### src/rtl/hb_pkg.sv
// Shared types, widths and helpers for the multi-channel hit counter.
package hb_pkg;

  localparam int unsigned SEG_W = 7;
  localparam int unsigned BCD_W = 4;

  typedef enum logic {
    IDLE = 1'b0,
    SEND = 1'b1
  } scan_state_e;

  // Channel index width; a single channel still needs one bit.
  function automatic int unsigned ch_w(input int unsigned n);
    return (n > 1) ? $clog2(n) : 1;
  endfunction

  // Active-high 7-segment image, bit order gfedcba.
  function automatic logic [SEG_W-1:0] seg7(input logic [BCD_W-1:0] d);
    case (d)
      4'd0:    return 7'h3F;
      4'd1:    return 7'h06;
      4'd2:    return 7'h5B;
      4'd3:    return 7'h4F;
      4'd4:    return 7'h66;
      4'd5:    return 7'h6D;
      4'd6:    return 7'h7D;
      4'd7:    return 7'h07;
      4'd8:    return 7'h7F;
      4'd9:    return 7'h6F;
      default: return 7'h00;
    endcase
  endfunction

endpackage

### src/rtl/hb_bcd_counter.sv
// One channel: enable synchroniser, falling-edge detect, BCD counter,
// sticky overflow and the dirty flag that requests a display update.
module hb_bcd_counter
  import hb_pkg::*;
#(
  parameter int unsigned NumDig     = 4,
  parameter bit          SatMode    = 1'b0,
  parameter int unsigned SyncStages = 2
) (
  input  logic                    clk,
  input  logic                    rst_n,
  input  logic                    tx_ena_n,
  input  logic                    clr,
  input  logic                    load,
  output logic [BCD_W*NumDig-1:0] count,
  output logic                    dirty,
  output logic                    ovf
);

  localparam int unsigned CW = BCD_W * NumDig;

  logic [SyncStages-1:0] sync_q;
  logic                  prev_q;
  logic                  hit_c;
  logic [CW-1:0]         inc_c;
  logic                  all_nines_c;

  assign hit_c = prev_q & ~sync_q[SyncStages-1];

  // Ripple BCD increment; a carry out of the top digit means all nines.
  always_comb begin
    inc_c       = count;
    all_nines_c = 1'b1;
    for (int unsigned k = 0; k < NumDig; k++) begin
      if (all_nines_c) begin
        if (count[BCD_W*k +: BCD_W] == 4'd9) begin
          inc_c[BCD_W*k +: BCD_W] = 4'd0;
        end else begin
          inc_c[BCD_W*k +: BCD_W] = count[BCD_W*k +: BCD_W] + 4'd1;
          all_nines_c             = 1'b0;
        end
      end
    end
  end

  always_ff @(posedge clk or negedge rst_n) begin
    if (!rst_n) begin
      sync_q <= '1;
      prev_q <= 1'b1;
      count  <= '0;
      ovf    <= 1'b0;
      dirty  <= 1'b1;
    end else begin
      sync_q <= {sync_q[SyncStages-2:0], tx_ena_n};
      prev_q <= sync_q[SyncStages-1];
      if (clr) begin
        count <= '0;
        ovf   <= 1'b0;
        dirty <= 1'b1;
      end else if (hit_c && all_nines_c) begin
        ovf <= 1'b1;
        if (!SatMode) begin
          count <= '0;
          dirty <= 1'b1;
        end else if (load) begin
          dirty <= 1'b0;
        end
      end else if (hit_c) begin
        count <= inc_c;
        dirty <= 1'b1;
      end else if (load) begin
        dirty <= 1'b0;
      end
    end
  end

endmodule

### src/rtl/hb_multi_hit_counter.sv
// Multi-channel TX-enable hit counter with a round-robin scanner that
// streams changed counts as 7-segment words over valid/ready.
module hb_multi_hit_counter
  import hb_pkg::*;
#(
  parameter int unsigned NumCh      = 4,
  parameter int unsigned NumDig     = 4,
  parameter bit          SatMode    = 1'b0,
  parameter int unsigned SyncStages = 2,
  localparam int unsigned ChW       = ch_w(NumCh)
) (
  input  logic                    i_clk,
  input  logic                    i_rst_n,
  input  logic [NumCh-1:0]        i_tx_ena_n,
  input  logic                    i_clr,
  input  logic                    i_seg_ready,
  output logic [SEG_W*NumDig-1:0] o_seg_data,
  output logic [ChW-1:0]          o_seg_ch,
  output logic                    o_seg_valid,
  output logic [NumCh-1:0]        o_ovf
);

  localparam int unsigned CW = BCD_W * NumDig;

  logic [NumCh-1:0][CW-1:0] counts;
  logic [NumCh-1:0]         dirty;
  logic [NumCh-1:0]         load_c;
  scan_state_e              state;
  logic [ChW-1:0]           ptr;
  logic                     any_dirty_c;
  logic [ChW-1:0]           grant_c;
  logic [CW-1:0]            sel_count_c;
  int                       dist_c;
  int                       best_c;

  for (genvar g = 0; g < NumCh; g++) begin : g_ch
    hb_bcd_counter #(
      .NumDig    (NumDig),
      .SatMode   (SatMode),
      .SyncStages(SyncStages)
    ) u_cnt (
      .clk     (i_clk),
      .rst_n   (i_rst_n),
      .tx_ena_n(i_tx_ena_n[g]),
      .clr     (i_clr),
      .load    (load_c[g]),
      .count   (counts[g]),
      .dirty   (dirty[g]),
      .ovf     (o_ovf[g])
    );
  end

  function automatic logic [SEG_W*NumDig-1:0] seg_word(input logic [CW-1:0] cnt);
    seg_word = '0;
    for (int unsigned k = 0; k < NumDig; k++) begin
      seg_word[SEG_W*k +: SEG_W] = seg7(cnt[BCD_W*k +: BCD_W]);
    end
  endfunction

  // Round robin: nearest dirty channel at or after the pointer wins.
  always_comb begin
    any_dirty_c = 1'b0;
    grant_c     = '0;
    sel_count_c = '0;
    load_c      = '0;
    dist_c      = 0;
    best_c      = int'(NumCh);
    for (int unsigned c = 0; c < NumCh; c++) begin
      dist_c = int'(c) + int'(NumCh) - int'(ptr);
      if (dist_c >= int'(NumCh)) dist_c = dist_c - int'(NumCh);
      if (dirty[c] && (dist_c < best_c)) begin
        best_c      = dist_c;
        grant_c     = ChW'(c);
        any_dirty_c = 1'b1;
      end
    end
    for (int unsigned c = 0; c < NumCh; c++) begin
      if (ChW'(c) == grant_c) begin
        sel_count_c = counts[c];
        load_c[c]   = (state == IDLE) && any_dirty_c;
      end
    end
  end

  always_ff @(posedge i_clk or negedge i_rst_n) begin
    if (!i_rst_n) begin
      state       <= IDLE;
      ptr         <= '0;
      o_seg_data  <= '0;
      o_seg_ch    <= '0;
      o_seg_valid <= 1'b0;
    end else begin
      case (state)
        IDLE: begin
          if (any_dirty_c) begin
            o_seg_data  <= seg_word(sel_count_c);
            o_seg_ch    <= grant_c;
            o_seg_valid <= 1'b1;
            state       <= SEND;
          end
        end
        SEND: begin
          if (i_seg_ready) begin
            o_seg_valid <= 1'b0;
            ptr         <= (o_seg_ch == ChW'(NumCh - 1)) ? '0 : o_seg_ch + 1'b1;
            state       <= IDLE;
          end
        end
        default: state <= IDLE;
      endcase
    end
  end

endmodule

### config.mk
export PLATFORM = sky130hd
export DESIGN_NAME = hb_multi_hit_counter
export DESIGN_NICKNAME = d
export VERILOG_FILES = /design/src/rtl/hb_pkg.sv /design/src/rtl/hb_bcd_counter.sv /design/src/rtl/hb_multi_hit_counter.sv
export SDC_FILE = /design/constraint.sdc
export NUM_CORES = 1
export LEC_CHECK = 0
export CORE_UTILIZATION = 35
export CTS_CLUSTER_SIZE = 10
export DETAILED_ROUTE_END_ITERATION = 8
export GPL_ROUTABILITY_DRIVEN = 0
export SYNTH_ARGS = -nofsm -noshare
export SYNTH_HDL_FRONTEND = slang
export SYNTH_SLANG_ARGS = --single-unit
### constraint.sdc
create_clock -name i_clk -period 8.27 [get_ports i_clk]
set_input_delay 1.654 -clock i_clk [delete_from_list [all_inputs] [get_ports i_clk]]
set_output_delay 1.654 -clock i_clk [all_outputs]
set_load 0.005 [all_outputs]
==> flow_summary.toml, run 1 <==
[drt]
ant_nets = 0
wl_met1_um = 7990
wl_per_cell_um = 15.4
drt_iter0_drc = 376
wl_um = 17000
vias_per_cell = 5.28
vias = 5830
firstDrtPassIters = 6
wl_met2_um = 7900
top_layer = "met4"
drc_errors = 0
wl_met3_um = 605

[clocking]
holdBufCountCts = 0
clkLatencyLatePin_ns = 0.43
clock_path_buffers = 2
path_clk_slew_ns = 0.06
cts_resized = 0
cts.sinks = 118
tritoncts = "done"
clockRootBuffer = "clkbuf_16"
cts_setup_buffers = 0
htree_levels = 4
cts_buffers = 17

[synth]
yosys.area_share.adder = 0.117
synth_compound_area_frac = 0.175
ys_types = 69
synth_xor_area_frac = 0.0168
syn_area_per_cell_um2 = 9.23
synth_seq_area_share = 0.408
synth_top_family_by_area = "simple AND/OR/NAND/NOR gates"
synth_flop_cell = "dfrtp_1"
syn_nets = 866
syn_area_um2 = 7290
yosys_register_bits = 118
synthSimpleGateAreaFrac = 0.198
yosys_warnings = 0
synth-edff-count = 0
syn_inst = 790
synth_mux_area_frac = 0.0383
async_flop_share = 1.00

[run_status]
status = "finished clean"

[global_routing]
grt_pass1_wl_um = 29300
grt_util_all_layers = 0.171
antenna_found_initial = 0
grt-ovfl-total = 0
grt_pass1_vias = 5747
grt_max_degree = 69

[worst_setup_path]
startpoint_type = "flip-flop"
critPathMaxFanout = 15
cp-end-kind = "flip-flop"
cp_data_required_time_ns = 8.61
max_stage_delay_ns = 0.78
slowest_stage = "a222oi_1"
critPathKind = "reg -> reg"
cp.arrival_ns = 7.46

[die]
core_um2 = 20300
die-area_um2 = 21400
die_h_um = 146
rows = 52
start_util = 0.359
dieWidth_um = 146
pin_count = 43

[sta]
period_needed_ns = 7.12
hold_violations = 0
tightest_slew_ns = 0.912
tns_ns = 0
finalCritPeriodShare = 0.861
finalMaxSlewViolations = 0
rsz0062_at_grt = "no"
finalSetupViolations = 0
slew_headroom = 0.375
max_freq_ghz = 0.140
skew_ns = 0.0105

[place]
io_buffers = 42
post-place-cells = 1073
hpwl_um = 12000

[final_layout]
diodes = 0
final_cell_mix = "dfrtp_1, nand2_1, nor2_1"
drive_gt1_frac = 0.111
layout.cells.non_filler = 1105
final_nets = 898
area_growth_syn_to_layout_pct = 17.1
final_common_cell = "dfrtp_1"

[hold_path]
hp-class = "reg -> reg"

[job]
drv_cap = 0
-- flip-flops by register name, summed over array words and instances (netlist names), 2 cells and up --
register / count
o_seg_data: 28
g_ch.u_cnt.ovf: 4
g_ch.u_cnt.dirty: 4
g_ch.u_cnt.prev_q: 4
g_ch.u_cnt.count: 64
o_seg_ch: 2
ptr: 2
g_ch.u_cnt.sync_q: 8
-- metrics by stage --
step	hold WS [ns]	worst slack [ns]	utilization	instance area, um^2
2_1_floorplan	0.345	1.49	-	7290
3_3_place_gp	0.347	1.56	0.390	7920
3_5_place_dp	0.348	1.25	0.390	7920
4_1_cts	0.356	1.21	0.420	8530
5_1_grt	0.362	0.561	0.420	8530
6_report	0.354	1.15	0.420	8530
-- final timing paths --
kind                                    startpoint                 endpoint  slack (ns)  cells past startpoint
max                                         ptr[0]            o_seg_data[3]        1.15                     25
min                        g_ch[2].u_cnt.sync_q[0]  g_ch[2].u_cnt.sync_q[1]        0.35                      0
max reg2reg                                 ptr[0]            o_seg_data[3]        1.15                     25
min reg2reg                g_ch[2].u_cnt.sync_q[0]  g_ch[2].u_cnt.sync_q[1]        0.35                      0
max in group asynchronous                  i_rst_n  g_ch[0].u_cnt.count[12]        5.67                      2
min in group asynchronous                  i_rst_n            o_seg_data[1]        1.27                      1
-- area by class of cell --
cell class | count | area, um^2
clock buffer | 20 | 457
clock inverter | 12 | 153
fill | 1993 | 11800
inverter | 44 | 165
multi-input combinational | 591 | 3980
sequential | 118 | 2970
tap | 270 | 338
timing repair buffer | 50 | 473
-- kinds of logic (layout without fill, tap and decap cells) --
logic type / after synthesis / count (layout)
AO/OA/AOI/OAI: 183 / 183
buffers and inverters: 81 / 126
AND/OR/NAND/NOR: 299 / 299
multiplexers: 27 / 27
adder cells (fa/ha/maj): 68 / 68
XOR/XNOR: 14 / 14
flip-flops: 118 / 118
-- worst max-delay path, delay by kind of cell (launching register included) --
kind            cells  cell delay (ns)
simple gates        6             1.21
fa+ha+maj           5             1.33
compound gates      8             3.25
buf+inv             5             0.53
flops               1             0.48
mux                 1             0.26
-- synthesized netlist by cell type (3+ instances only) --
cell type	number	area share
a211oi_1	3	0.0031
a21o_1	13	0.013
a21oi_1	31	0.021
a222oi_1	4	0.0055
a22o_1	3	0.0036
a31o_2	5	0.0060
a31oi_1	3	0.0026
a32o_1	3	0.0041
and2_1	7	0.0060
and3_1	8	0.0069
buf_1	5	0.0026
buf_2	3	0.0021
buf_4	5	0.0051
clkbuf_1	22	0.011
dfrtp_1	102	0.35
dfstp_2	16	0.058
ha_1	68	0.12
inv_1	44	0.023
mux2_2	7	0.011
mux2i_1	20	0.027
nand2_1	101	0.052
nand2b_1	7	0.0060
nand3_1	12	0.0082
nand3b_1	7	0.0072
nand4_1	6	0.0051
nand4b_1	4	0.0048
nor2_1	77	0.040
nor2b_1	9	0.0077
nor3_1	13	0.0089
nor3b_1	3	0.0031
nor4_1	6	0.0051
o211ai_1	6	0.0062
o21a_1	7	0.0072
o21ai_0	46	0.032
o221ai_1	6	0.0072
o31ai_1	13	0.013
o41ai_1	13	0.016
or2_2	14	0.012
or3_1	16	0.014
xnor2_1	6	0.0072
xor2_1	8	0.0096
-- metal layers --
layer  track usage  up-vias
li1              -     2875
met1         0.226     2809
met2         0.271      110
met3        0.0322       36
met4        0.0802        0
met5             0        -
Power of run 1 is left out: the tool's default activity adds up to more than one toggle a clock period on the data nets, which glitch-free logic cannot reach.
==> inputs of run 2 (changes only) <==
--- a/config.mk
+++ b/config.mk
@@ -9,6 +9,7 @@
 export CTS_CLUSTER_SIZE = 10
 export DETAILED_ROUTE_END_ITERATION = 8
 export GPL_ROUTABILITY_DRIVEN = 0
+export MAX_ROUTING_LAYER = met4
 export SYNTH_ARGS = -nofsm -noshare
 export SYNTH_HDL_FRONTEND = slang
 export SYNTH_SLANG_ARGS = --single-unit
==> run 2 against run 1 <==
  * Clock skew hardly changed
  * Maximum frequency is 0.40% higher
  * Worst hold slack hardly changed
  * Global-route usage is 0.53 points higher
  * First-iteration DRC count is 20% lower
  * Die area stayed put
  * Utilization stayed put
  * Worst setup slack better by 0.029 ns
  * Cell area stayed put
  * Routed wire length hardly changed
  * Largest cell class unchanged
==> flow_summary.toml, run 2 (synthesized netlist as in run 1, its figures left out) <==
[die]
die-area_um2 = 21400
pin_count = 43
core_um2 = 20300
die_h_um = 146
dieWidth_um = 146
start_util = 0.359
rows = 52

[clocking]
tritoncts = "done"
holdBufCountCts = 0
cts_resized = 0
clockRootBuffer = "clkbuf_16"
path_clk_slew_ns = 0.06
cts_buffers = 17
clock_path_buffers = 2
cts.sinks = 118
clkLatencyLatePin_ns = 0.43
htree_levels = 4
cts_setup_buffers = 0

[worst_setup_path]
critPathKind = "reg -> reg"
slowest_stage = "a222oi_1"
startpoint_type = "flip-flop"
cp-end-kind = "flip-flop"
max_stage_delay_ns = 0.89
crit_start = "ptr[0]"
critPathMaxFanout = 15
r2r_start = "ptr[0]"
cp.arrival_ns = 7.43
cp_data_required_time_ns = 8.61
reg2reg_setup_slack_ns = 1.18

[job]
drv_cap = 0

[sta]
max_freq_ghz = 0.141
period_needed_ns = 7.09
tns_ns = 0
tightest_slew_ns = 0.912
finalSetupViolations = 0
finalMaxSlewViolations = 0
skew_ns = 0.0104
hold_violations = 0
slew_headroom = 0.375
finalCritPeriodShare = 0.858
rsz0062_at_grt = "no"

[drt]
drt_iter0_drc = 302
vias = 5816
drc_errors = 0
firstDrtPassIters = 5
vias_per_cell = 5.26
wl_um = 17000
wl_per_cell_um = 15.4
ant_nets = 0

[global_routing]
grt_util_all_layers = 0.177
antenna_found_initial = 0
grt_pass1_wl_um = 29400
grt-ovfl-total = 0
grt_pass1_vias = 5743
grt_max_degree = 69

[final_layout]
regMostFlops = "g_ch.u_cnt.count"
drive_gt1_frac = 0.111
largest_register_ffs = 64
diodes = 0
area_growth_syn_to_layout_pct = 17.1
final_cell_mix = "dfrtp_1, nand2_1, nor2_1"
layout.cells.non_filler = 1105
multi_input_area_um2 = 3980
largest_registers = "g_ch.u_cnt.count (64), o_seg_data (28), g_ch.u_cnt.sync_q (8)"
final_common_cell = "dfrtp_1"
final_nets = 898
seq_area_um2 = 2970
fillerInstances = 1993

[hold_path]
hp-class = "reg -> reg"
min_from = "g_ch[2].u_cnt.sync_q[0]"

[place]
io_buffers = 42
hpwl_um = 12000
post-place-cells = 1073

[run_status]
status = "finished clean"
==> run 2: cell counts in the layout (fill, tap and decap cells not counted) <==
Identical to the previous run, type by type.
==> run 2: metal layers <==
layer | vias to the layer above | routed length, um | part of all wire | track usage
li1 | 2874 | - | - | -
met1 | 2808 | 8060 | 0.48 | 0.226
met2 | 102 | 7930 | 0.47 | 0.273
met3 | 32 | 519 | 0.031 | 0.0306
met4 | 0 | 448 | 0.026 | 0.0786
met5 | - | 0 | 0 | -
==> run 2: worst max-delay path: cells and delay by family (launching register included) <==
family,cells,cell delay [ns]
compound gates,8,3.18
fa+ha+maj,5,1.23
buf+inv,5,0.53
flops,1,0.48
mux,1,0.26
simple gates,6,1.31
==> run 2: metrics by stage <==
step	instance area, um^2	hold WS, ns	setup WS [ns]	utilization
after CTS	8530	0.356	1.21	0.420
after global placement	7920	0.347	1.56	0.390
after detailed placement	7920	0.348	1.25	0.390
after floorplan	7290	0.345	1.49	-
final	8530	0.354	1.18	0.420
after global routing	8530	0.362	0.561	0.420
==> run 2: area by class of cell <==
class                           count  share of cell area
Timing Repair Buffer               50              0.0554
Clock inverter                     12              0.0179
Inverter                           44              0.0194
Clock buffer                       20              0.0535
Multi-Input combinational cell    591               0.466
Sequential cell                   118               0.348
Tap cell                          270              0.0396
==> run 2: final timing paths <==
path,end,cells past startpoint
hold / removal,g_ch[2].u_cnt.sync_q[1],0
min in group asynchronous,o_seg_data[1],1
setup / recovery,o_seg_data[3],25
max in group asynchronous,g_ch[0].u_cnt.count[12],2
setup reg to reg,o_seg_data[3],25
hold reg to reg,g_ch[2].u_cnt.sync_q[1],0
Power of run 2 is left out for the same reason.
==> inputs of run 3 (changes only) <==
--- a/config.mk
+++ b/config.mk
@@ -9,7 +9,6 @@
 export CTS_CLUSTER_SIZE = 10
 export DETAILED_ROUTE_END_ITERATION = 8
 export GPL_ROUTABILITY_DRIVEN = 0
-export MAX_ROUTING_LAYER = met4
 export SYNTH_ARGS = -nofsm -noshare
 export SYNTH_HDL_FRONTEND = slang
 export SYNTH_SLANG_ARGS = --single-unit
==> results of run 3 <==
No change in the layout: final DEF, timing and power equal those of run 1.
Power of run 3 is left out for the same reason.
